`src/rtl/muldiv_seq.sv`:
```
// Iterative RV32M-style multiply/divide unit: one shift-add or restoring-divide
// step per cycle, valid/ready operand and result handshakes, ALU-style flags.
module muldiv_seq #(
    parameter int XLEN  = 32,
    parameter int CNT_W = $clog2(XLEN) + 1
) (
    input  logic            clk,
    input  logic            rst_n,
    input  logic            flush,
    input  logic            in_valid,
    output logic            in_ready,
    input  logic [2:0]      op,
    input  logic [XLEN-1:0] bus_a,
    input  logic [XLEN-1:0] bus_b,
    output logic            out_valid,
    input  logic            out_ready,
    output logic [XLEN-1:0] out_data,
    output logic            out_zero,
    output logic            out_neg,
    output logic            busy
);

    typedef enum logic [1:0] {S_IDLE, S_CALC, S_DONE} state_t;
    typedef enum logic [2:0] {
        OP_MUL, OP_MULH, OP_MULHSU, OP_MULHU, OP_DIV, OP_DIVU, OP_REM, OP_REMU
    } op_t;

    state_t            r_state;
    op_t               r_op;
    logic [CNT_W-1:0]  r_cnt;
    logic [XLEN-1:0]   r_a;
    logic [XLEN-1:0]   r_b;
    logic [XLEN-1:0]   r_hi;
    logic [XLEN-1:0]   r_lo;
    logic              r_rneg;
    logic              r_spec;
    logic [XLEN-1:0]   r_data;
    logic              r_zero;
    logic              r_neg;

    op_t               w_op;
    logic              w_is_div, w_a_signed, w_b_signed, w_sa, w_sb, w_rneg;
    logic              w_dz, w_ovf;
    logic [XLEN-1:0]   w_mag_a, w_mag_b, w_spec_res;
    logic [XLEN:0]     w_sum, w_shift, w_diff;
    logic              w_ge;
    logic [XLEN-1:0]   w_nhi, w_nlo;
    logic [2*XLEN-1:0] w_prod, w_prod_s;
    logic [XLEN-1:0]   w_res;

    // Operand decode at acceptance: magnitudes, result sign, special cases
    always_comb begin
        w_op       = op_t'(op);
        w_is_div   = op[2];
        w_a_signed = (w_op == OP_MULH) || (w_op == OP_MULHSU) ||
                     (w_op == OP_DIV)  || (w_op == OP_REM);
        w_b_signed = (w_op == OP_MULH) || (w_op == OP_DIV) || (w_op == OP_REM);
        w_sa       = w_a_signed & bus_a[XLEN-1];
        w_sb       = w_b_signed & bus_b[XLEN-1];
        w_mag_a    = w_sa ? (~bus_a + 1'b1) : bus_a;
        w_mag_b    = w_sb ? (~bus_b + 1'b1) : bus_b;
        w_rneg     = 1'b0;
        if (!w_is_div)           w_rneg = w_sa ^ w_sb;
        else if (w_op == OP_DIV) w_rneg = w_sa ^ w_sb;
        else if (w_op == OP_REM) w_rneg = w_sa;
        w_dz       = w_is_div && (bus_b == '0);
        w_ovf      = ((w_op == OP_DIV) || (w_op == OP_REM)) &&
                     (bus_a == {1'b1, {(XLEN-1){1'b0}}}) && (bus_b == '1);
        if (w_dz)  w_spec_res = op[1] ? bus_a : '1;
        else       w_spec_res = op[1] ? '0 : bus_a;
    end

    // One datapath step plus final sign correction and result select
    always_comb begin
        w_sum   = {1'b0, r_hi} + (r_lo[0] ? {1'b0, r_a} : '0);
        w_shift = {r_hi, r_lo[XLEN-1]};
        w_diff  = w_shift - {1'b0, r_b};
        w_ge    = ~w_diff[XLEN];
        if (r_op[2]) begin
            w_nhi = w_ge ? w_diff[XLEN-1:0] : w_shift[XLEN-1:0];
            w_nlo = {r_lo[XLEN-2:0], w_ge};
        end else begin
            w_nhi = w_sum[XLEN:1];
            w_nlo = {w_sum[0], r_lo[XLEN-1:1]};
        end
        w_prod   = {w_nhi, w_nlo};
        w_prod_s = r_rneg ? (~w_prod + 1'b1) : w_prod;
        case (r_op)
            OP_MUL:           w_res = w_prod_s[XLEN-1:0];
            OP_DIV, OP_DIVU:  w_res = r_rneg ? (~w_nlo + 1'b1) : w_nlo;
            OP_REM, OP_REMU:  w_res = r_rneg ? (~w_nhi + 1'b1) : w_nhi;
            default:          w_res = w_prod_s[2*XLEN-1:XLEN];
        endcase
        if (r_spec) w_res = r_hi;
    end

    always_ff @(posedge clk) begin
        if (!rst_n) begin
            r_state <= S_IDLE;
            r_op    <= OP_MUL;
            r_cnt   <= '0;
            r_a     <= '0;
            r_b     <= '0;
            r_hi    <= '0;
            r_lo    <= '0;
            r_rneg  <= 1'b0;
            r_spec  <= 1'b0;
            r_data  <= '0;
            r_zero  <= 1'b0;
            r_neg   <= 1'b0;
        end else if (flush) begin
            r_state <= S_IDLE;
            r_cnt   <= '0;
        end else begin
            case (r_state)
                S_IDLE: if (in_valid) begin
                    r_op    <= w_op;
                    r_cnt   <= '0;
                    r_a     <= w_mag_a;
                    r_b     <= w_mag_b;
                    r_rneg  <= w_rneg;
                    r_spec  <= w_dz | w_ovf;
                    r_hi    <= (w_dz | w_ovf) ? w_spec_res : '0;
                    r_lo    <= w_is_div ? w_mag_a : w_mag_b;
                    r_state <= S_CALC;
                end
                // Special cases park their result in r_hi and spend exactly one
                // CALC cycle, so out_valid appears one edge after acceptance.
                S_CALC: begin
                    r_cnt <= r_cnt + 1'b1;
                    r_hi  <= w_nhi;
                    r_lo  <= w_nlo;
                    if (r_spec || (r_cnt == CNT_W'(XLEN-1))) begin
                        r_data  <= w_res;
                        r_zero  <= (w_res == '0);
                        r_neg   <= w_res[XLEN-1];
                        r_state <= S_DONE;
                    end
                end
                S_DONE: if (out_ready) r_state <= S_IDLE;
                default: r_state <= S_IDLE;
            endcase
        end
    end

    assign in_ready  = (r_state == S_IDLE) && rst_n;
    assign out_valid = (r_state == S_DONE);
    assign busy      = (r_state != S_IDLE);
    assign out_data  = r_data;
    assign out_zero  = r_zero;
    assign out_neg   = r_neg;

endmodule
```
`config.mk`:
```
export PLATFORM = sky130hd
export DESIGN_NAME = muldiv_seq
export DESIGN_NICKNAME = d
export VERILOG_FILES = /design/src/rtl/muldiv_seq.sv
export SDC_FILE = /design/constraint.sdc
export NUM_CORES = 1
export LEC_CHECK = 0
export CAP_MARGIN = 10
export CORE_MARGIN = 1
export CORE_UTILIZATION = 34
export CTS_CLUSTER_DIAMETER = 40
export DETAILED_ROUTE_END_ITERATION = 10
export HOLD_SLACK_MARGIN = 0.15
export REMOVE_ABC_BUFFERS = 1
export SYNTH_ARGS = -nofsm -noshare
export SYNTH_HDL_FRONTEND = slang
export SYNTH_SLANG_ARGS = --single-unit
export TNS_END_PERCENT = 100
```
`constraint.sdc`:
```
create_clock -name clk -period 5.8 [get_ports clk]
set_input_delay 1.16 -clock clk [delete_from_list [all_inputs] [get_ports clk]]
set_output_delay 1.16 -clock clk [all_outputs]
set_load 0.05 [all_outputs]
```
==> results of run 1 <==
-- flip-flops by register name, summed over array words and instances (netlist names) --
name	cells
out_data	32
r_a	32
r_b	32
r_hi	32
r_lo	32
r_cnt	6
r_op	3
r_state	2
out_zero	1
r_rneg	1
r_spec	1
-- routing by layer --
layer  share of wire, %  track usage [%]
met1                 43             43.7
met2                 44             51.7
met3                8.0             5.60
met4                5.2             17.9
met5              0.015                0
-- cells by family (layout without fill, tap and decap cells) --
| kind of cell | Yosys count | after routing |
|---|---|---|
| AO/OA/AOI/OAI | 761 | 761 |
| XOR/XNOR | 169 | 169 |
| adder cells (fa/ha/maj) | 72 | 72 |
| buffers and inverters | 257 | 523 |
| flip-flops | 174 | 174 |
| multiplexers | 76 | 76 |
| other | 0 | 5 |
| AND/OR/NAND/NOR | 1015 | 1015 |
-- area by class of cell --
cell class | count | area [um2]
timing repair buffer | 409 | 3420
inverter | 83 | 314
fill | 5262 | 28500
clock inverter | 7 | 125
sequential | 174 | 3490
tap | 672 | 841
multi-input combinational | 2093 | 13400
clock buffer | 24 | 502
antenna | 5 | 12.5
-- synthesized netlist by cell type, drive strengths merged (10+ instances only) --
master | n | share of area (%)
nor2 | 345 | 7.4
nand2 | 296 | 6.3
a21oi | 184 | 5.3
dfxtp | 174 | 20
o21ai | 157 | 4.5
clkbuf | 135 | 2.9
a211oi | 110 | 4.9
xnor2 | 93 | 4.6
nor3 | 87 | 2.5
inv | 80 | 1.7
xor2 | 76 | 3.8
ha | 70 | 5.0
mux2i | 69 | 3.9
a311oi | 48 | 2.4
and2 | 47 | 1.7
nand3 | 41 | 1.2
buf | 39 | 1.1
nand2b | 29 | 1.0
nand4 | 29 | 1.1
a21o | 27 | 1.2
o211ai | 27 | 1.2
a31oi | 23 | 0.82
and3 | 23 | 0.82
a221oi | 21 | 1.0
nor4 | 19 | 0.71
o31ai | 18 | 0.80
or2 | 17 | 0.60
or3 | 17 | 0.60
o21a | 13 | 0.55
o311a | 13 | 0.74
o21bai | 12 | 0.53
nor2b | 11 | 0.39
or4 | 11 | 0.47
and4 | 10 | 0.50
nor3b | 10 | 0.46
o2111ai | 10 | 0.50
o221ai | 10 | 0.53
-- power groups by stage --
stage / Sequential, uW / Clock [uW] / Combinational [uW]
global placement: 1350 / 0 / 2380
finish: 1330 / 1300 / 2530
CTS: 1330 / 1320 / 2410
floorplan: 1360 / 0 / 1280
global route: 1330 / 1350 / 2680
detailed placement: 1350 / 0 / 2390
-- worst max-delay path: stages, from the launching register on --
cell       delay, ps
dfxtp_1          330
inv_1             50
ha_1             400
and4_2           350
and4_2           360
a21boi_2         220
o211ai_1         170
buf_4            190
a311o_1          380
inv_2             90
ha_2             190
o21ai_0           80
mux2_2           320
buf_4            180
a21oi_1          150
nand4b_1         200
buf_4            200
buf_4            130
nor3b_1          180
nor2_1            70
nor4b_1          780
nor4_2           120
nand4bb_1        140
or4_1            130
o31ai_2           50
-- worst min-delay path by stage --
| stage | to | cells past startpoint |
|---|---|---|
| 5_1_grt | out_data[1] | 2 |
| 3_5_place_dp | out_data[13] | 2 |
| 3_3_place_gp | out_data[23] | 2 |
| 6_report | out_data[26] | 2 |
| 4_1_cts | out_data[13] | 2 |
| 2_1_floorplan | r_a[0] | 2 |
-- stage by stage --
step / TNS (ps) / util (%)
floorplan: -58940 / -
global placement: -107 / 41.8
detailed placement: -97.4 / 41.8
CTS: 0 / 43.1
global route: -4.69 / 43.7
finish: 0 / 43.7
-- timing repair --
action	in CTS	in global routing
setup endpoints to repair	1	6
pin swaps	1	12
hold buffers	0	0
buffers inserted	1	6
gates resized for setup	5	67
==> results.json, run 1 <==
{
  "status": "finished clean",
  "cts.path.max_buffers": 2,
  "cp-start-kind": "flop",
  "wl_per_cell_um": 25.6,
  "syn_inst": 2524,
  "numPortBuffers": 108,
  "leakage_uw": 0.00838,
  "die_w_um": 229,
  "layout_commonest_cell": "nor2_1",
  "rrSetupSlack_ps": 230,
  "overflow": 0,
  "cp.required_ps": 6200,
  "die_h_um": 229,
  "cts_root_buf": "clkbuf_16",
  "synth_cell_types": 98,
  "slew_headroom_pct": 27.8,
  "grt_usage_pct": 33.3,
  "place_inst": 3424,
  "internal_power_uw": 3000,
  "grt_antenna_before_repair": 4,
  "worst_pin_slew_ps": 1080,
  "synth-simple-area-share_pct": 26.9,
  "ys_warn_count": 0,
  "place_area_um2": 21100,
  "fin_nets": 2922,
  "clkPwrFrac_pct": 25.2,
  "startpoint": "r_b[21]",
  "die_area_um2": 52600,
  "grt_pass1_wl_um": 130000,
  "pre_cts_ws_ps": -97.4,
  "period_share_pct": 96.0,
  "vias": 21200,
  "r2r-end": "out_zero",
  "clkSlewWorstSetupHoldPaths_ps": 80,
  "final-instance-count-excl-fill": 3467,
  "synth-main-ff-cell": "dfxtp_1",
  "maxCapViolCount": 0,
  "drv_slew": 0,
  "drc": 0,
  "area_delta_synth_final_pct": 25.7,
  "hold_viol_final": 0,
  "layout_min_cycle_time_ps": 5570,
  "pin_count": 109,
  "ant_nets": 0,
  "ys_seq_area_share_pct": 19.8,
  "grt_max_degree": 82,
  "power.switching_uw": 2160,
  "synthArstFlopShare_pct": 0,
  "drtPass1Iterations": 6,
  "min_from": "out_data[26]",
  "synth_top_family_by_area": "compound AO/OA/AOI/OAI gates",
  "initial_core_util_pct": 34.8,
  "critPathCaptureType": "flop",
  "fin_area_um2": 22100,
  "finalSetupViolations": 0,
  "core_region_area_um2": 50600,
  "power.density_nw_per_um2": 233,
  "critPathArrivalTime_ps": 5970,
  "path_max_fanout": 7,
  "synth_area_um2": 17600,
  "p_sw_share_pct": 41.9,
  "drtIter0Drc": 2265,
  "synth_compound_area_share_pct": 29.5,
  "drive_above_1_share_pct": 16.2,
  "whs_ps": 453,
  "synth_xor_area_share_pct": 8.42,
  "clock_latency_ps": 510,
  "pwr-share-comb_pct": 49.1,
  "synthAdderAreaFrac_pct": 5.21,
  "cts_tree": "yes",
  "yosys_register_bits": 174,
  "critPathCapture": "out_zero",
  "final_cell_mix": "336 x nor2_1, 294 x nand2_1, 293 x buf_4, 172 x dfxtp_1, 171 x a21oi_1",
  "ir_worst_vdd_mv": 0.205,
  "fin_ws_ps": 231,
  "synth_edf_count": 0,
  "rr_worst_depth": 24,
  "fin_skew_ps": 19.1,
  "cts_buffers": 17,
  "synthMuxAreaShare_pct": 4.38,
  "r2r-start": "r_b[21]",
  "hpwl_um": 70100,
  "criticalPathCategory": "reg -> reg",
  "worstHoldPathType": "reg -> reg",
  "routed_wl_um": 88900,
  "fin_total_pwr_uw": 5160,
  "htree_levels": 4,
  "p_seq_share_pct": 25.8,
  "grt_pass1_vias": 19700,
  "syn_area_per_cell_um2": 6.97,
  "viasPerCell": 6.10,
  "rows": 82,
  "fmax_mhz": 180,
  "cts.sinks": 174,
  "place_congestion": 1.03
}
(Power assumes the default switching activity.)
==> run 2, diff against run 1 <==
==> constraint.sdc (replaced) <==
create_clock -name clk -period 5.8 [get_ports clk]
set_input_delay 1.45 -clock clk [delete_from_list [all_inputs] [get_ports clk]]
set_output_delay 1.45 -clock clk [all_outputs]
set_load 0.05 [all_outputs]
==> results.json, run 2 (synthesized netlist as in run 1, its figures left out) <==
{
  "hold_depth": 2,
  "drtPass1Iterations": 5,
  "maxCapViolCount": 0,
  "clock_latency_ps": 520,
  "grt_pass1_wl_um": 130000,
  "grt_pass1_vias": 20000,
  "path_max_fanout": 9,
  "place_inst": 3447,
  "path_cells": "inv_1 -> ha_1 -> inv_1 -> fa_2 -> a211oi_4 -> o211ai_2 -> and3_4 -> o21ai_4 -> a211oi_4 -> buf_6 -> or4b_4 -> a2111oi_4 -> buf_6 -> buf_4 -> buf_4 -> nand4_1 -> o311a_1 -> o21ai_2 -> nand3_1 -> or4_4 -> or4_4 -> o31ai_4",
  "die_area_um2": 52600,
  "critPathCaptureType": "flop",
  "critPathArrivalTime_ps": 6190,
  "slew_headroom_pct": 29.9,
  "power.density_nw_per_um2": 232,
  "rows": 82,
  "cts.path.max_buffers": 2,
  "vias": 21300,
  "routed_wl_um": 88200,
  "fin_nets": 2966,
  "cp.depth": 22,
  "numPortBuffers": 108,
  "ir_worst_vdd_mv": 0.217,
  "hold_buffers": 0,
  "wl_per_cell_um": 25.2,
  "overflow": 0,
  "cts_root_buf": "clkbuf_16",
  "grt_max_degree": 81,
  "fmax_mhz": 174,
  "critPathSlowestCell": "or4b_4",
  "layout_commonest_cell": "nor2_1",
  "cp.required_ps": 6240,
  "viasPerCell": 6.06,
  "final_cell_mix": "339 x nor2_1, 333 x buf_4, 294 x nand2_1, 171 x a21oi_1, 170 x dfxtp_1",
  "htree_levels": 4,
  "whs_ps": 455,
  "criticalPathCategory": "reg -> reg",
  "fill_cells": 5230,
  "tns_ps": 0,
  "drive_above_1_share_pct": 17.6,
  "hold_viol_final": 0,
  "leakage_uw": 0.00860,
  "drtIter0Drc": 2476,
  "die_h_um": 229,
  "diodes": 0,
  "worst_pin_slew_ps": 1050,
  "critical-path-max-stage-delay_ps": 560,
  "core_region_area_um2": 50600,
  "hpwl_um": 69500,
  "cts.sinks": 174,
  "layout_min_cycle_time_ps": 5740,
  "die_w_um": 229,
  "pin_count": 109,
  "rr_worst_depth": 22,
  "cp-start-kind": "flop",
  "cts_tree": "yes",
  "drv_slew": 0,
  "cp_top_family": "simple AND/OR/NAND/NOR gates",
  "worstHoldPathType": "reg -> reg",
  "cts_buffers": 17,
  "status": "finished clean",
  "grt_usage_pct": 33.2,
  "finalSetupViolations": 0,
  "period_share_pct": 99.0,
  "drc": 0,
  "place_congestion": 1.01,
  "clkSlewWorstSetupHoldPaths_ps": 80,
  "cp.buffers_inverters": 6,
  "final-instance-count-excl-fill": 3507,
  "area_delta_synth_final_pct": 28.0,
  "ant_nets": 0,
  "fin_skew_ps": 21.1,
  "initial_core_util_pct": 34.8,
  "grt_antenna_before_repair": 1
}
==> run 2: changes by cell type in the layout (fill, tap and decap cells not counted), moves of 3 or more <==
cell | previous run | this run
a211oi_2 | 4 | 1
buf_12 | 6 | 9
buf_4 | 293 | 333
clkbuf_8 | 5 | 1
clkinv_2 | 0 | 3
diode_2 | 5 | 0
ha_1 | 63 | 60
nor2_1 | 336 | 339
nor2_2 | 7 | 4
o21ai_0 | 145 | 141
o21ai_1 | 6 | 10
==> run 2: metrics by stage <==
| step | instance area (um2) | utilization, % | total power (uW) | setup WS, ps |
|---|---|---|---|---|
| finish | 22500 | 44.5 | 5220 | 55.9 |
| global route | 22500 | 44.5 | 5430 | -28.3 |
| CTS | 22000 | 43.5 | 5080 | 2.16 |
| detailed placement | 21300 | 42.2 | 3760 | -220 |
| global placement | 21300 | 42.2 | 3750 | -193 |
| floorplan | 16900 | - | 2640 | -2730 |
==> run 2: power by group <==
part	internal, uW	switching, uW
Clock	680	603
Combinational	1050	1550
Sequential	1260	67.0
==> run 2: final cells by class <==
cell class              instances  area [um2]  area share (%)
flip-flops and latches        174        3490            15.5
multi-input cells            2093       13500            59.8
clock buffers                  19         464            2.06
clock inverters                13         150           0.667
well taps                     672         841            3.74
repair buffers                453        3800            16.9
inverters                      83         314            1.40
==> run 2: repair_timing <==
action | CTS | global route
setup endpoints to repair | 2 | 2
gates resized for setup | 7 | 81
pin swaps | 3 | 38
buffers inserted | 2 | 26
==> run 2: final timing paths <==
| kind | startpoint | to | slack, ps |
|---|---|---|---|
| setup reg to reg | r_lo[31] | out_zero | 60 |
| setup / recovery | r_lo[31] | out_zero | 60 |
| hold reg to reg | out_data[24] | out_data[24] | 450 |
| hold / removal | out_data[24] | out_data[24] | 450 |
==> run 2: tightest hold or removal path, cell delays in order, from the launching register on <==
cell     delay [ps]
dfxtp_1         310
nand2_1          50
a21oi_1          50
==> run 2: layer usage <==
| layer | GRT usage (%) | part of all wire (%) | up-vias |
|---|---|---|---|
| li1 | - | - | 9807 |
| met3 | 5.08 | 8.3 | 191 |
| met5 | 0 | 0 | - |
| met1 | 43.8 | 42 | 10200 |
| met4 | 20.0 | 6.3 | 0 |
| met2 | 50.6 | 43 | 1047 |
==> run 3, diff against run 2 <==
--- a/config.mk
+++ b/config.mk
@@ -12,6 +12,7 @@
 export DETAILED_ROUTE_END_ITERATION = 10
 export HOLD_SLACK_MARGIN = 0.15
 export REMOVE_ABC_BUFFERS = 1
+export SETUP_SLACK_MARGIN = 0.02
 export SYNTH_ARGS = -nofsm -noshare
 export SYNTH_HDL_FRONTEND = slang
 export SYNTH_SLANG_ARGS = --single-unit
==> results.json, run 3 (synthesized netlist as in run 1, its figures left out) <==
{
  "grt_antenna_before_repair": 1,
  "cts_root_buf": "clkbuf_16",
  "die_area_um2": 52600,
  "drtPass1Iterations": 6,
  "p_sw_share_pct": 42.6,
  "htree_levels": 4,
  "criticalPathCategory": "reg -> reg",
  "wl_per_cell_um": 25.2,
  "drtIter0Drc": 2651,
  "min_from": "out_data[24]",
  "critPathSlowestCell": "or4_4",
  "area_delta_synth_final_pct": 28.2,
  "fmax_mhz": 176,
  "rows": 82,
  "critical-path-max-stage-delay_ps": 580,
  "overflow": 0,
  "viasPerCell": 6.07,
  "grt_usage_pct": 33.2,
  "fin_skew_ps": 19.0,
  "maxCapViolCount": 0,
  "clkSlewWorstSetupHoldPaths_ps": 80,
  "cp.depth": 25,
  "r2r-start": "r_lo[31]",
  "layout_min_cycle_time_ps": 5690,
  "cts_tree": "yes",
  "routed_wl_um": 88400,
  "hpwl_um": 69500,
  "final_cell_mix": "339 x nor2_1, 330 x buf_4, 294 x nand2_1, 170 x a21oi_1, 170 x dfxtp_1",
  "cts.path.max_buffers": 2,
  "path_max_fanout": 4,
  "grt_pass1_wl_um": 130000,
  "place_congestion": 1.01,
  "hold_buffers": 0,
  "post-route-util_pct": 44.6,
  "hold_depth": 2,
  "fin_total_pwr_uw": 5240,
  "rrSetupSlack_ps": 110,
  "p_seq_share_pct": 25.4,
  "worstHoldPathType": "reg -> reg",
  "r2r-end": "out_zero",
  "vias": 21300,
  "drive_above_1_share_pct": 17.7,
  "internal_power_uw": 3010,
  "power.density_nw_per_um2": 232,
  "tns_ps": 0,
  "rr_worst_depth": 25,
  "die_h_um": 229,
  "cp.buffers_inverters": 6,
  "pin_count": 109,
  "cts.sinks": 174,
  "hold_viol_final": 0,
  "hold_end": "out_data[24]",
  "leakage_uw": 0.00862,
  "core_region_area_um2": 50600,
  "worst_pin_slew_ps": 1070,
  "power.switching_uw": 2230,
  "ant_nets": 0,
  "pwr-share-comb_pct": 50.0,
  "grt_max_degree": 81,
  "cp.required_ps": 6250,
  "initial_core_util_pct": 34.8,
  "drv_slew": 0,
  "clock_latency_ps": 520,
  "status": "finished clean",
  "cp_top_family": "compound AO/OA/AOI/OAI gates",
  "slew_headroom_pct": 28.2,
  "die_w_um": 229,
  "finalSetupViolations": 0,
  "clkPwrFrac_pct": 24.5,
  "cts_buffers": 17,
  "period_share_pct": 98.1,
  "critPathArrivalTime_ps": 6130,
  "fin_nets": 2967,
  "numPortBuffers": 108,
  "cp-start-kind": "flop",
  "grt_pass1_vias": 20000,
  "ir_worst_vdd_mv": 0.217,
  "layout_commonest_cell": "nor2_1",
  "critPathCaptureType": "flop",
  "drc": 0
}
## run 3: cell count changes in the layout (fill, tap and decap cells not counted), sizes merged
cell,change
diode,+1
buf,+1
## run 3: worst min-delay path, delay by kind of cell (launching register included)
kind             cells  cell delay, ps
flip-flops           1             310
AND/OR/NAND/NOR      1              50
AO/OA/AOI/OAI        1              50
## run 3: worst max path at each step
stage | startpoint | end | slack (ps)
after CTS | r_lo[31] | out_zero | 30
after global routing | r_lo[0] | out_zero | -2
after global placement | r_lo[31] | out_zero | -190
after floorplan | r_op[2] | out_zero | -2730
final | r_lo[31] | out_zero | 110
after detailed placement | r_lo[31] | out_zero | -220
## run 3: repair_timing
item,CTS,global route
buffers inserted,2,26
resized for setup,7,87
setup endpoints to repair,2,2
pin swaps,4,42
gates cloned,0,1
## run 3: layer usage
layer  track usage (%)  wire [um]  up-vias
met4              20.0       5770        0
li1                  -          -     9806
met2              50.6      38300     1077
met5                 0          0        -
met3              5.08       7120      207
met1              43.8      37300    10200
## run 3: layout make-up
type                            count  area, um2
Inverter                           83        314
Timing Repair Buffer              454       3810
Tap cell                          672        841
Multi-Input combinational cell   2093      13500
Fill cell                        5224      28000
Antenna cell                        1       2.50
Clock inverter                     13        150
Clock buffer                       19        464
Sequential cell                   174       3490
## run 3: power groups by stage
stage / clock network, uW / logic, uW / registers, uW
after global routing: 1340 / 2770 / 1340
after CTS: 1320 / 2430 / 1330
after floorplan: 0 / 1280 / 1360
final: 1280 / 2620 / 1330
after detailed placement: 0 / 2400 / 1360
after global placement: 0 / 2400 / 1350
## run 3: per-stage QoR
stage | setup WS, ps | hold WS, ps | instance area (um2) | instances
global placement | -193 | 443 | 21300 | 3447
finish | 112 | 454 | 22500 | 3509
detailed placement | -220 | 447 | 21300 | 3447
floorplan | -2730 | 432 | 16900 | 2350
global route | -1.97 | 476 | 22500 | 3508
CTS | 25.6 | 457 | 22000 | 3481
